## src/rtl/ser_pkg.sv

```systemverilog
// Definitions shared by the serializer and the receiving shift register.
package ser_pkg;

  typedef enum logic {
    IDLE  = 1'b0,
    SHIFT = 1'b1
  } ser_state_t;

  localparam int SER_DEFAULT_WIDTH = 4;

endpackage

```

## src/rtl/piso_serializer.sv

```systemverilog
// Parallel-in serial-out transmitter: takes a word on a valid/ready handshake
// and shifts it out LSB first, one bit per EN-qualified clock.
module piso_serializer
  import ser_pkg::*;
#(
  parameter int WIDTH = SER_DEFAULT_WIDTH
) (
  input  logic             clk,
  input  logic             reset,
  input  logic             load_valid,
  input  logic [WIDTH-1:0] load_data,
  output logic             load_ready,
  input  logic             EN,
  output logic             sout,
  output logic             sout_valid,
  output logic             busy,
  output logic             done
);

  localparam int CNT_W = $clog2(WIDTH);
  localparam logic [CNT_W-1:0] LAST_BIT = CNT_W'(WIDTH - 1);

  ser_state_t       state;
  logic [WIDTH-1:0] shreg;
  logic [CNT_W-1:0] cnt;
  logic             final_shift;

  // The edge that consumes the last bit can also accept the next word.
  assign final_shift = (state == SHIFT) && EN && (cnt == LAST_BIT);
  assign load_ready  = (state == IDLE) || final_shift;

  assign sout       = shreg[0];
  assign busy       = (state == SHIFT);
  assign sout_valid = busy;

  always_ff @(posedge clk) begin
    if (reset) begin
      state <= IDLE;
      shreg <= '0;
      cnt   <= '0;
      done  <= 1'b0;
    end else begin
      done <= 1'b0;
      case (state)
        IDLE: begin
          if (load_valid) begin
            shreg <= load_data;
            cnt   <= '0;
            state <= SHIFT;
          end
        end
        SHIFT: begin
          if (EN) begin
            if (cnt == LAST_BIT) begin
              done <= 1'b1;
              if (load_valid) begin
                shreg <= load_data;
                cnt   <= '0;
              end else begin
                shreg <= '0;
                cnt   <= '0;
                state <= IDLE;
              end
            end else begin
              shreg <= {1'b0, shreg[WIDTH-1:1]};
              cnt   <= cnt + 1'b1;
            end
          end
        end
        default: state <= IDLE;
      endcase
    end
  end

  a_cnt_bound: assert property (@(posedge clk) disable iff (reset) cnt <= LAST_BIT);
  a_done_pulse: assert property (@(posedge clk) disable iff (reset) done |=> !done);

endmodule

```

## config.mk

```make
export PLATFORM = sky130hd
export DESIGN_NAME = piso_serializer
export DESIGN_NICKNAME = d
export VERILOG_FILES = /design/src/rtl/ser_pkg.sv /design/src/rtl/piso_serializer.sv
export SDC_FILE = /design/constraint.sdc
export NUM_CORES = 1
export LEC_CHECK = 0
export CORE_AREA = 2 2 39 41
export DETAILED_ROUTE_END_ITERATION = 8
export DIE_AREA = 0 0 41 43
export GPL_TIMING_DRIVEN = 0
export SLEW_MARGIN = 10
export SYNTH_ARGS = -nofsm -noshare
export SYNTH_HDL_FRONTEND = slang
export SYNTH_SLANG_ARGS = --single-unit
```

## constraint.sdc

```tcl
create_clock -name clk -period 1 [get_ports clk]
set_input_delay 0.2 -clock clk [delete_from_list [all_inputs] [get_ports clk]]
set_output_delay 0.2 -clock clk [all_outputs]
set_load 0.05 [all_outputs]
```

==> results.sh <==
export IMPL_numClockSinks=8
export IMPL_route_vias_total=400
export IMPL_power_density_nw_per_um2=1206
export IMPL_leakage_nw=0.2979
export IMPL_dr_pass1_iters=2
export IMPL_violations="negative setup slack"
export IMPL_viasPerCell=4.878
export IMPL_clockBufferDepth=2
export IMPL_die_h_um=43
export IMPL_final_cell_mix="nor2_1 (8), buf_4 (6), buf_6 (5)"
export IMPL_synth_fa_ha_area_share_pct=6.472
export IMPL_grt_overflow_total=0
export IMPL_syn_area_um2=386.6
export IMPL_clk_insertion_delay_late_ns=0.26
export IMPL_start_kind="register"
export IMPL_hold_violations=0
export IMPL_dr_wl_met3_um=62
export IMPL_grt_pass1_vias=375
export IMPL_hold_ws_ns=0.3118
export IMPL_grtUsageTotal_pct=14.86
export IMPL_cts_tree="built"
export IMPL_min_period_ns=1.318
export IMPL_fin_util_pct=52.17
export IMPL_setup_ws_ns=-0.3185
export IMPL_hold_buffers=0
export IMPL_synth_net_count=52
export IMPL_synthSimpleGateAreaFrac_pct=25.24
export IMPL_ys_seq_area_share_pct=41.42
export IMPL_cpMaxStageDelayCell="dfxtp_4"
export IMPL_gp_congestion=0.7391
export IMPL_synth_compound_area_share_pct=17.48
export IMPL_wl_per_cell_um=12.35
export IMPL_holdCritPathClass="in2reg"
export IMPL_final_setup_skew_ns=0.003185
export IMPL_port_buffers=11
export IMPL_fin_crit_sh_pct=131.8
export IMPL_nets=77
export IMPL_worstPathRequired_ns=0.80
export IMPL_fmax_mhz=758.5
export IMPL_grt_max_degree=9
export IMPL_yosysWarnings=0
export IMPL_setup_violations=10
export IMPL_root_buffer="clkbuf_4"
export IMPL_syn_inst=42
export IMPL_drv_slew=0
export IMPL_relSlewSlack_pct=70.78
export IMPL_ant_nets=0
export IMPL_h_tree_depth=1
export IMPL_cp_end_kind="output port"
export IMPL_path_clk_slew_ns=0.06
export IMPL_maxCapViolCount=0
export IMPL_path_cells="ha_4 > a21bo_4 > buf_8"
export IMPL_slowest_delay_ns=0.35
export IMPL_dpl_cell_area_um2=529.3
export IMPL_fin_area_um2=721.9
export IMPL_synth_xor_area_share_pct=0
export IMPL_rsz0062_at_grt="yes"
export IMPL_final_common_cell="nor2_1"
export IMPL_wl_met2_um=480
export IMPL_syn2layout_area_growth_pct=86.73
export IMPL_ys_types=20
export IMPL_cts_buffers=3
export IMPL_arrival_ns=1.12
export IMPL_syn_area_per_cell_um2=9.205
export IMPL_drc=0
export IMPL_muxShareOfSynthArea_pct=5.502
export IMPL_ys_seq_elements=8
export IMPL_routed_wl_um=1013
export IMPL_die_x_um=41
export IMPL_drtIter0Drc=1
export IMPL_top_layer="met4"
export IMPL_peakVddDrop_mv=0.7287
export IMPL_floorplan_initialDensity_pct=27.94
export IMPL_status="complete, but fails checks"
export IMPL_wl_met1_um=450
export IMPL_dpl_hpwl_um=610
export IMPL_diodes=0
export IMPL_worstPathMaxFanout=2
export IMPL_final_layout_size_suffix_gt1_share_pct=48.48
export IMPL_tightestPinTransition_ns=0.4384
export IMPL_antenna_found_initial=0
export IMPL_grt_pass1_wl_um=1656
export IMPL_path_class="reg2out"
export IMPL_dieArea_um2=1763
export IMPL_coreArea_um2=1384
export IMPL_synth_top_family_by_area="simple AND/OR/NAND/NOR gates"
export IMPL_std_cell_rows=14
export IMPL_io_pins=13
-- final cells by class --
| type | count | area, um^2 |
|---|---|---|
| Fill cell | 131 | 661.9 |
| Multi-Input combinational cell | 31 | 269.0 |
| Timing Repair Buffer | 20 | 217.7 |
| Sequential cell | 8 | 170.2 |
| Clock buffer | 4 | 26.28 |
| Tap cell | 16 | 20.02 |
| Buffer | 2 | 15.01 |
| Inverter | 1 | 3.754 |
-- worst max-delay path: cells and delay by family, from the launching register on --
kind / cells / cell delay, ns
DFF: 1 / 0.35
AOI/OAI and AO/OA: 1 / 0.21
adders and majority gates: 1 / 0.15
buffers and inverters: 1 / 0.14
-- report_power, final --
| part | total [mW] | internal [mW] | leakage [nW] | switching (mW) |
|---|---|---|---|---|
| clock | 0.272 | 0.153 | 0.0150 | 0.118 |
| sequential | 0.351 | 0.337 | 0.0678 | 0.0138 |
| combinational | 0.248 | 0.132 | 0.215 | 0.117 |
| total | 0.871 | 0.622 | 0.298 | 0.249 |
-- through the flow --
stage	setup slack (ns)	TNS (ns)	std cells	total power, mW
finish	-0.3185	-2.004	82	0.8708
global route	-0.3548	-2.452	82	0.9245
CTS	-0.3304	-1.717	80	0.8703
detailed placement	-0.9297	-5.028	69	0.5336
global placement	-0.9469	-5.024	69	0.5330
floorplan	-0.1281	-0.4487	42	0.4659
-- worst paths after layout --
check	slack, ns	start	depth (start not counted)	end
setup / recovery	-0.32	cnt[0]	3	load_ready
hold / removal	0.31	reset	2	shreg[3]
setup reg to reg	-0.30	cnt[0]	6	shreg[3]
hold reg to reg	0.49	shreg[3]	2	shreg[3]
-- cells by family (layout without fill, tap and decap cells) --
group / after synthesis / after routing
flip-flops: 8 / 8
multiplexers: 2 / 2
AO/OA/AOI/OAI: 8 / 8
AND/OR/NAND/NOR: 19 / 19
buffers and inverters: 3 / 27
adder cells (fa/ha/maj): 2 / 2
-- synth_stat cells --
master | instances | area [um^2]
nand2_2 | 1 | 6.260
mux2_2 | 1 | 11.26
dfxtp_1 | 8 | 160.2
nand2_1 | 1 | 3.750
nor3b_1 | 1 | 7.510
or3_1 | 1 | 6.260
a21bo_2 | 1 | 10.01
inv_1 | 1 | 3.750
a21oi_2 | 1 | 8.760
mux2i_1 | 1 | 10.01
a311oi_1 | 3 | 26.28
a21oi_1 | 1 | 5.000
buf_4 | 1 | 7.510
a32oi_1 | 2 | 17.52
ha_1 | 2 | 25.02
nor2b_1 | 3 | 18.77
nor2_1 | 8 | 30.03
clkbuf_1 | 1 | 3.750
nand2b_1 | 1 | 6.260
nor4_1 | 3 | 18.77
-- flip-flops by register name, summed over array words and instances (netlist names) --
| signal | cells |
|---|---|
| done | 1 |
| cnt | 2 |
| shreg | 4 |
| busy | 1 |
-- metal layers --
layer  vias to the layer above  global-route usage [%]
li1                        203                       -
met1                       182                   17.04
met2                        13                   20.31
met3                         2                   7.853
met4                         0                   10.00
met5                         -                       0
-- timing repair --
item / 4_1_cts / 5_1_grt
pin swaps: 8 / 9
setup endpoints to repair: 11 / 11
setup buffers: 7 / 4
gates resized for setup: 51 / 7
(Power assumes the default switching activity.)
